### src/rtl/feed_crc_responder.sv
// ---------------------------------------------------------------------------
// feed_crc_responder
//
// Responder end of the word feed handshake. Used as a loopback target for
// the autotest feed harness in place of a real hash core. Each accepted
// feed word is absorbed into a CRC-32/BZIP2 one bit per clock, MSB first.
// A start_hash request then finalizes and publishes the digest.
//
// Handshake: a word is accepted on a rising edge where the FSM is IDLE and
// data_ready=1. busy is high for exactly FEED_DATA_SIZE cycles afterwards.
// data_ready and start_hash are ignored while busy or after finalize; the
// producer must hold a word until it sees busy rise.
//
// Ports
//   clk         : clock, all state on rising edge
//   rst         : asynchronous active-low reset
//   data_input  : feed word (FEED_DATA_SIZE bits)
//   data_ready  : feed word valid
//   start_hash  : level request to finalize (end of message)
//   busy        : word being absorbed, no new word accepted
//   end_hash    : digest valid, held until reset
//   digest      : final CRC, reads 0 while end_hash=0
//   word_count  : accepted words, saturating
//   fsm_state   : debug view of the FSM state (IDLE=0 SHIFT=1 FINAL=2 DONE=3)
// ---------------------------------------------------------------------------
module feed_crc_responder #(
  parameter int FEED_DATA_SIZE = 8,
  parameter int CNT_W          = 16
) (
  input  logic                      clk,
  input  logic                      rst,
  input  logic [FEED_DATA_SIZE-1:0] data_input,
  input  logic                      data_ready,
  input  logic                      start_hash,
  output logic                      busy,
  output logic                      end_hash,
  output logic [31:0]               digest,
  output logic [CNT_W-1:0]          word_count,
  output logic [1:0]                fsm_state
);

  localparam logic [31:0] CRC_POLY = 32'h04C11DB7;
  localparam logic [31:0] CRC_INIT = 32'hFFFFFFFF;
  localparam logic [31:0] CRC_XOR  = 32'hFFFFFFFF;

  // Bit counter only needs to reach FEED_DATA_SIZE-1.
  localparam int              BW       = (FEED_DATA_SIZE > 1) ? $clog2(FEED_DATA_SIZE) : 1;
  localparam logic [BW-1:0]   LAST_BIT = BW'(FEED_DATA_SIZE - 1);

  typedef enum logic [1:0] {
    IDLE  = 2'd0,
    SHIFT = 2'd1,
    FINAL = 2'd2,
    DONE  = 2'd3
  } state_t;

  state_t                    state, state_nx;
  logic [FEED_DATA_SIZE-1:0] shreg;
  logic [BW-1:0]             bit_cnt;
  logic [31:0]               crc, crc_nx;
  logic [31:0]               digest_q;
  logic                      end_hash_q;
  logic                      fb;

  // Next state. data_ready wins over start_hash in IDLE; a start_hash still
  // held when IDLE is re-entered is honoured then.
  always_comb begin
    state_nx = state;
    case (state)
      IDLE: begin
        if (data_ready)      state_nx = SHIFT;
        else if (start_hash) state_nx = FINAL;
      end
      SHIFT: begin
        if (bit_cnt == LAST_BIT) state_nx = IDLE;
      end
      FINAL:   state_nx = DONE;
      DONE:    state_nx = DONE;
      default: state_nx = IDLE;
    endcase
  end

  // One MSB-first CRC step using the current top bit of the shift register.
  always_comb begin
    fb     = crc[31] ^ shreg[FEED_DATA_SIZE-1];
    crc_nx = {crc[30:0], 1'b0} ^ (fb ? CRC_POLY : 32'h0);
  end

  always_ff @(posedge clk or negedge rst) begin
    if (!rst) begin
      state      <= IDLE;
      shreg      <= '0;
      bit_cnt    <= '0;
      crc        <= CRC_INIT;
      digest_q   <= '0;
      end_hash_q <= 1'b0;
      word_count <= '0;
    end else begin
      state <= state_nx;
      case (state)
        IDLE: begin
          if (data_ready) begin
            shreg   <= data_input;
            bit_cnt <= '0;
            // Saturate rather than wrap; absorption is unaffected.
            if (word_count != {CNT_W{1'b1}}) word_count <= word_count + 1'b1;
          end
        end
        SHIFT: begin
          crc     <= crc_nx;
          shreg   <= shreg << 1;
          bit_cnt <= bit_cnt + 1'b1;
        end
        FINAL: begin
          digest_q <= crc ^ CRC_XOR;
        end
        DONE: begin
          // end_hash rises one cycle after the digest register is loaded.
          end_hash_q <= 1'b1;
        end
        default: ;
      endcase
    end
  end

  assign busy      = (state == SHIFT);
  assign end_hash  = end_hash_q;
  assign digest    = end_hash_q ? digest_q : 32'h0;
  assign fsm_state = state;

endmodule
### config.mk
export PLATFORM = sky130hd
export DESIGN_NAME = feed_crc_responder
export DESIGN_NICKNAME = d
export VERILOG_FILES = /design/src/rtl/feed_crc_responder.sv
export SDC_FILE = /design/constraint.sdc
export NUM_CORES = 1
export LEC_CHECK = 0
export BUFFER_PORTS_ARGS = -buffer_cell sky130_fd_sc_hd__buf_2
export CORE_AREA = 2 2 137 139
export DETAILED_ROUTE_END_ITERATION = 16
export DIE_AREA = 0 0 139 141
export PLACE_DENSITY = 0.38
export SETUP_SLACK_MARGIN = 0.15
export SLEW_MARGIN = 30
export SYNTH_ARGS = -nofsm -noshare
export SYNTH_HDL_FRONTEND = slang
export SYNTH_SLANG_ARGS = --single-unit
### constraint.sdc
create_clock -name clk -period 1.7 [get_ports clk]
set_clock_uncertainty 0.05 [all_clocks]
set_input_delay 0.34 -clock clk [delete_from_list [all_inputs] [get_ports clk]]
set_output_delay 0.34 -clock clk [all_outputs]
set_load 0.05 [all_outputs]
After elaboration in Yosys (flattened, before gate mapping) --
Cells that the tools add are included.
Storage, ports and cells: word-level logic and storage cells 36, input port bits 12, flip-flop bits (word level) 94, output and inout bits 52
Operators by class: add/sub/neg operators 2, multiplexer cells 10, bitwise operators 3, reductions and logical operators 6, equal/unequal tests 8
Operators by type and width (number):
- $mux W32 | 1
- $not A32 Y32 | 1
- $xor A32 B27 Y32 | 1
- $mux W27 | 1
- $add A16 B1 Y16 const B | 1
- $ne A16 B16 Y1 const B | 1
- $pmux W8 S2 | 1
- $mux W8 | 1
- $mux W2 | 3
- $pmux W2 S3 | 1
- $pmux W3 S2 | 1
- $eq A2 B2 Y1 const B | 2
- $reduce_and A2 Y1 | 2
- $add A3 B1 Y3 const B | 1
- $eq A3 B3 Y1 const B | 1
- $mux W3 | 1
- $ne A3 B3 Y1 const B | 1
- $reduce_and A3 Y1 | 1
- $eq A2 B1 Y1 const B | 1
- $logic_not A2 Y1 | 1
- $ne A2 B1 Y1 const B | 1
- $ne A2 B2 Y1 const B | 1
- $reduce_bool A2 Y1 | 1
- $reduce_or A2 Y1 | 1
- $xor A1 B1 Y1 | 1

Depth between registers and ports, before layout --
depth after elaboration 3, gate-level depth with buffers 6, depth with buffers taken out 5

Worst setup path before layout --
No wires, ideal clock.
kind reg-to-output, start register state[1], in the netlist fsm_state[1], end output busy, required time 1.310 ns, arrival time 1.721 ns, cell stages (with the launch flop) 5, slack -0.411 ns, cell sequence dfrtp_1 -> nand2b_1 -> clkbuf_1 -> clkinv_1 -> clkbuf_1
Between the ends: word-level cells in the longest chain between the ends 1
RTL lines:
- start: declaration | RTL line 57 | state_t state, state_nx;
- start signal: assignment | RTL line 99 | state <= state_nx;
- $eq A2 B1 Y1 | RTL line 126 | assign busy = (state == SHIFT);
- end: declaration | RTL line 35 | output logic busy,
Every way passes these cells.

Final worst setup path --
start register end_hash_q, in the netlist end_hash, end output digest[9]
Between the ends: word-level cells in the longest chain between the ends 1
RTL lines:
- start: declaration | RTL line 62 | logic end_hash_q;
- start signal: assignment | RTL line 96 | end_hash_q <= 1'b0;
- start signal: assignment | RTL line 119 | end_hash_q <= 1'b1;
- $mux W32 | RTL line 128 | assign digest = end_hash_q ? digest_q : 32'h0;
- end: declaration | RTL line 37 | output logic [31:0] digest,
Every way passes these cells.

==> flow_metrics.env <==
export IMPL_utilization=0.323
export IMPL_track_usage=0.106
export IMPL_fmax_mhz=581
export IMPL_cts_htree_levels=3
export IMPL_vias=3064
export IMPL_die_area_sq_um=19600
export IMPL_drv_slew=0
export IMPL_wl_mm=9.73
export IMPL_netlist_area_sq_um=4090
export IMPL_power_density_nw_per_um2=1850
export IMPL_clk_latency_ns=0.35
export IMPL_drc_errors=0
export IMPL_grt_max_degree=65
export IMPL_final_cells=749
export IMPL_maxSlewHeadroom=0.734
export IMPL_drtIter0Drc=98
export IMPL_ant_nets=0
export IMPL_cts_num_sinks=94
export IMPL_synthDistinctLibCells=36
export IMPL_yosysSeqAreaShare=0.585
export IMPL_ys_warn_count=0
export IMPL_core_sq_um=18300
export IMPL_clk_pin_slew_worst_paths_ns=0.07
export IMPL_worst_r2r_cell_count=5
export IMPL_setup_viol=24
export IMPL_cts_made_buffers=9
export IMPL_fin_nets=524
export IMPL_cts_buffer_depth=2
export IMPL_routabilityCongestion=0.793
export IMPL_dp_cells=710
export IMPL_rr_startpoint="word_count[9]"
export IMPL_crit_fanout=17
export IMPL_mostFrequentLayoutCells="nand2_1 (120), o21ai_0 (56), dfrtp_1 (43)"
export IMPL_port_buffers=63
export IMPL_routed_via_density=4.09
export IMPL_syn_area_per_cell_sq_um=9.90
export IMPL_cp_data_required_time_ns=1.31
export IMPL_crit_path_start_kind="register"
export IMPL_area_growth_pct=44.4
export IMPL_grt_pass1_wl_mm=16.4
export IMPL_multiInputGateArea_sq_um=1850
export IMPL_synthCells=413
export IMPL_hold_path_depth=3
export IMPL_critPathKind="reg2out"
export IMPL_min_to="shreg[0]"
export IMPL_worstPathArrival_ns=1.33
export IMPL_dpl_hpwl_mm=6.27
export IMPL_finalCritPeriodShare=1.01
export IMPL_num_io_pins=64
export IMPL_fin_crit_ns=1.72
export IMPL_run_status="finished with violations"
export IMPL_min_delay_start="data_input[0]"
export IMPL_chipHeight_um=141
export IMPL_n_fill_cell=1896
export IMPL_synth_seq_cells=94
export IMPL_grt_pass1_vias=3148
export IMPL_fin_ws_ns=-0.0209
export IMPL_cts_tree="yes"
export IMPL_final_common_cell="nand2_1"
export IMPL_p_leak_nw=2.70
export IMPL_regToRegSetupSlack_ns=0.10
export IMPL_wl_per_cell_um=13.0
export IMPL_worst_setup_path_end_kind="output pin"
export IMPL_cts_root_buf="clkbuf_16"
export IMPL_worst_pin_slew_ns=0.396
export IMPL_antenna_found_initial=2
export IMPL_cap_violations=0
export IMPL_rsz0062_at_grt="yes"
export IMPL_hold_viol=0
export IMPL_timing_rr_end="word_count[6]"
export IMPL_peakVddDrop_uv=928
export IMPL_ff_latch_area_sq_um=2420
export IMPL_die_x_um=139
export IMPL_grt_overflow_total=0
export IMPL_initial_core_util=0.224
export IMPL_syn_num_nets=428
export IMPL_drtPass1Iterations=4
export IMPL_hold_path_class="in2reg"
export IMPL_drive_gt1_frac=0.461
export IMPL_violations="negative setup slack"
export IMPL_num_rows=50
[critical path, stage by stage, from the launching register on]
cell and delay, ns:
dfrtp_4 0.50, buf_12 0.16, and2_2 0.17, buf_6 0.15
[power by group]
part / leakage, nW / total, W / internal [W] / switching [W]
Sequential: 1.10 / 0.00387 / 0.00332 / 0.000554
Clock: 0.136 / 0.00194 / 0.00105 / 0.000896
Combinational: 1.47 / 0.00513 / 0.00211 / 0.00301
Total: 2.70 / 0.0109 / 0.00647 / 0.00446
[flip-flops by register name, indices dropped and copies added, names as in the netlist]
signal / cells
word_count: 16
fsm_state: 2
shreg: 8
digest_q: 32
crc: 32
end_hash: 1
bit_cnt: 3
[cell type report]
cell class / instances / share of cell area
well taps: 234 / 0.0496
clock inverters: 5 / 0.00720
diodes: 1 / 0.000424
multi-input cells: 293 / 0.314
inverters: 3 / 0.00275
flip-flops and latches: 94 / 0.410
clock buffers: 11 / 0.0411
repair buffers: 108 / 0.176
[cells in the mapped netlist]
master	n	share of area
clkinv_1	1	0.00092
nand3_1	4	0.0049
a21o_1	2	0.0037
nand4_1	5	0.0076
o21ai_0	57	0.070
a21oi_1	7	0.0086
ha_1	3	0.0092
nor2_1	5	0.0046
nand2b_1	2	0.0031
and2_1	33	0.050
mux2_4	1	0.0037
dfrtp_1	62	0.38
clkbuf_1	17	0.016
or2_2	1	0.0015
a211oi_1	1	0.0018
mux2i_1	7	0.017
buf_1	2	0.0018
nand3_2	1	0.0024
mux2_2	1	0.0028
nor3b_2	1	0.0031
o311ai_1	1	0.0021
buf_2	2	0.0024
nor3_1	5	0.0061
and3_1	1	0.0015
nand2_1	122	0.11
nor4_1	1	0.0015
nor4_4	1	0.0052
and2_0	1	0.0015
inv_1	2	0.0018
dfstp_2	32	0.21
xnor2_1	15	0.032
xor2_1	12	0.026
a21boi_2	1	0.0028
and3_2	1	0.0018
buf_4	2	0.0037
and4_1	1	0.0021
[metal layers]
layer / track usage / up-vias / wire length [um]
met5: 0 / - / 12
met4: 0.0271 / 2 / 95
met3: 0.0435 / 11 / 563
met2: 0.179 / 56 / 4850
met1: 0.126 / 1454 / 4210
li1: - / 1541 / -
[logic make-up after synthesis]
family	after synthesis	share of synthesized area
xor+xnor	27	0.0578
fa+ha+maj	3	0.00918
compound gates	69	0.0887
buf+inv	26	0.0263
simple gates	185	0.210
mux	9	0.0236
flops	94	0.585
[timing repair]
action / 4_1_cts / 5_1_grt
setup buffers: 13 / 8
gates resized for setup: 101 / 31
hold endpoints to repair: 12 / 0
hold buffers: 1 / 0
pin swaps: 11 / 10
setup endpoints to repair: 49 / 56
[worst max-delay path by stage]
stage,start,end,cells after the start
2_1_floorplan,word_count[0],word_count[1],5
3_3_place_gp,data_ready,word_count[12],7
3_5_place_dp,data_ready,word_count[10],7
4_1_cts,end_hash,digest[9],3
5_1_grt,end_hash,digest[7],3
6_report,end_hash,digest[9],3
[stage by stage]
stage	setup WS [ns]	total power [W]	hold slack (ns)	setup TNS, ns	area, sq um
6_report	-0.0209	0.0109	0.156	-0.374	5900
5_1_grt	-0.0715	0.0117	0.175	-1.72	5900
4_1_cts	-0.0449	0.0111	0.151	-0.990	5730
3_5_place_dp	0.0124	0.00833	0.237	0	4980
3_3_place_gp	0.0533	0.00826	0.235	0	4980
2_1_floorplan	-0.186	0.00713	-0.00559	-0.609	4220
Note: power is estimated with default switching activity, not from simulation.
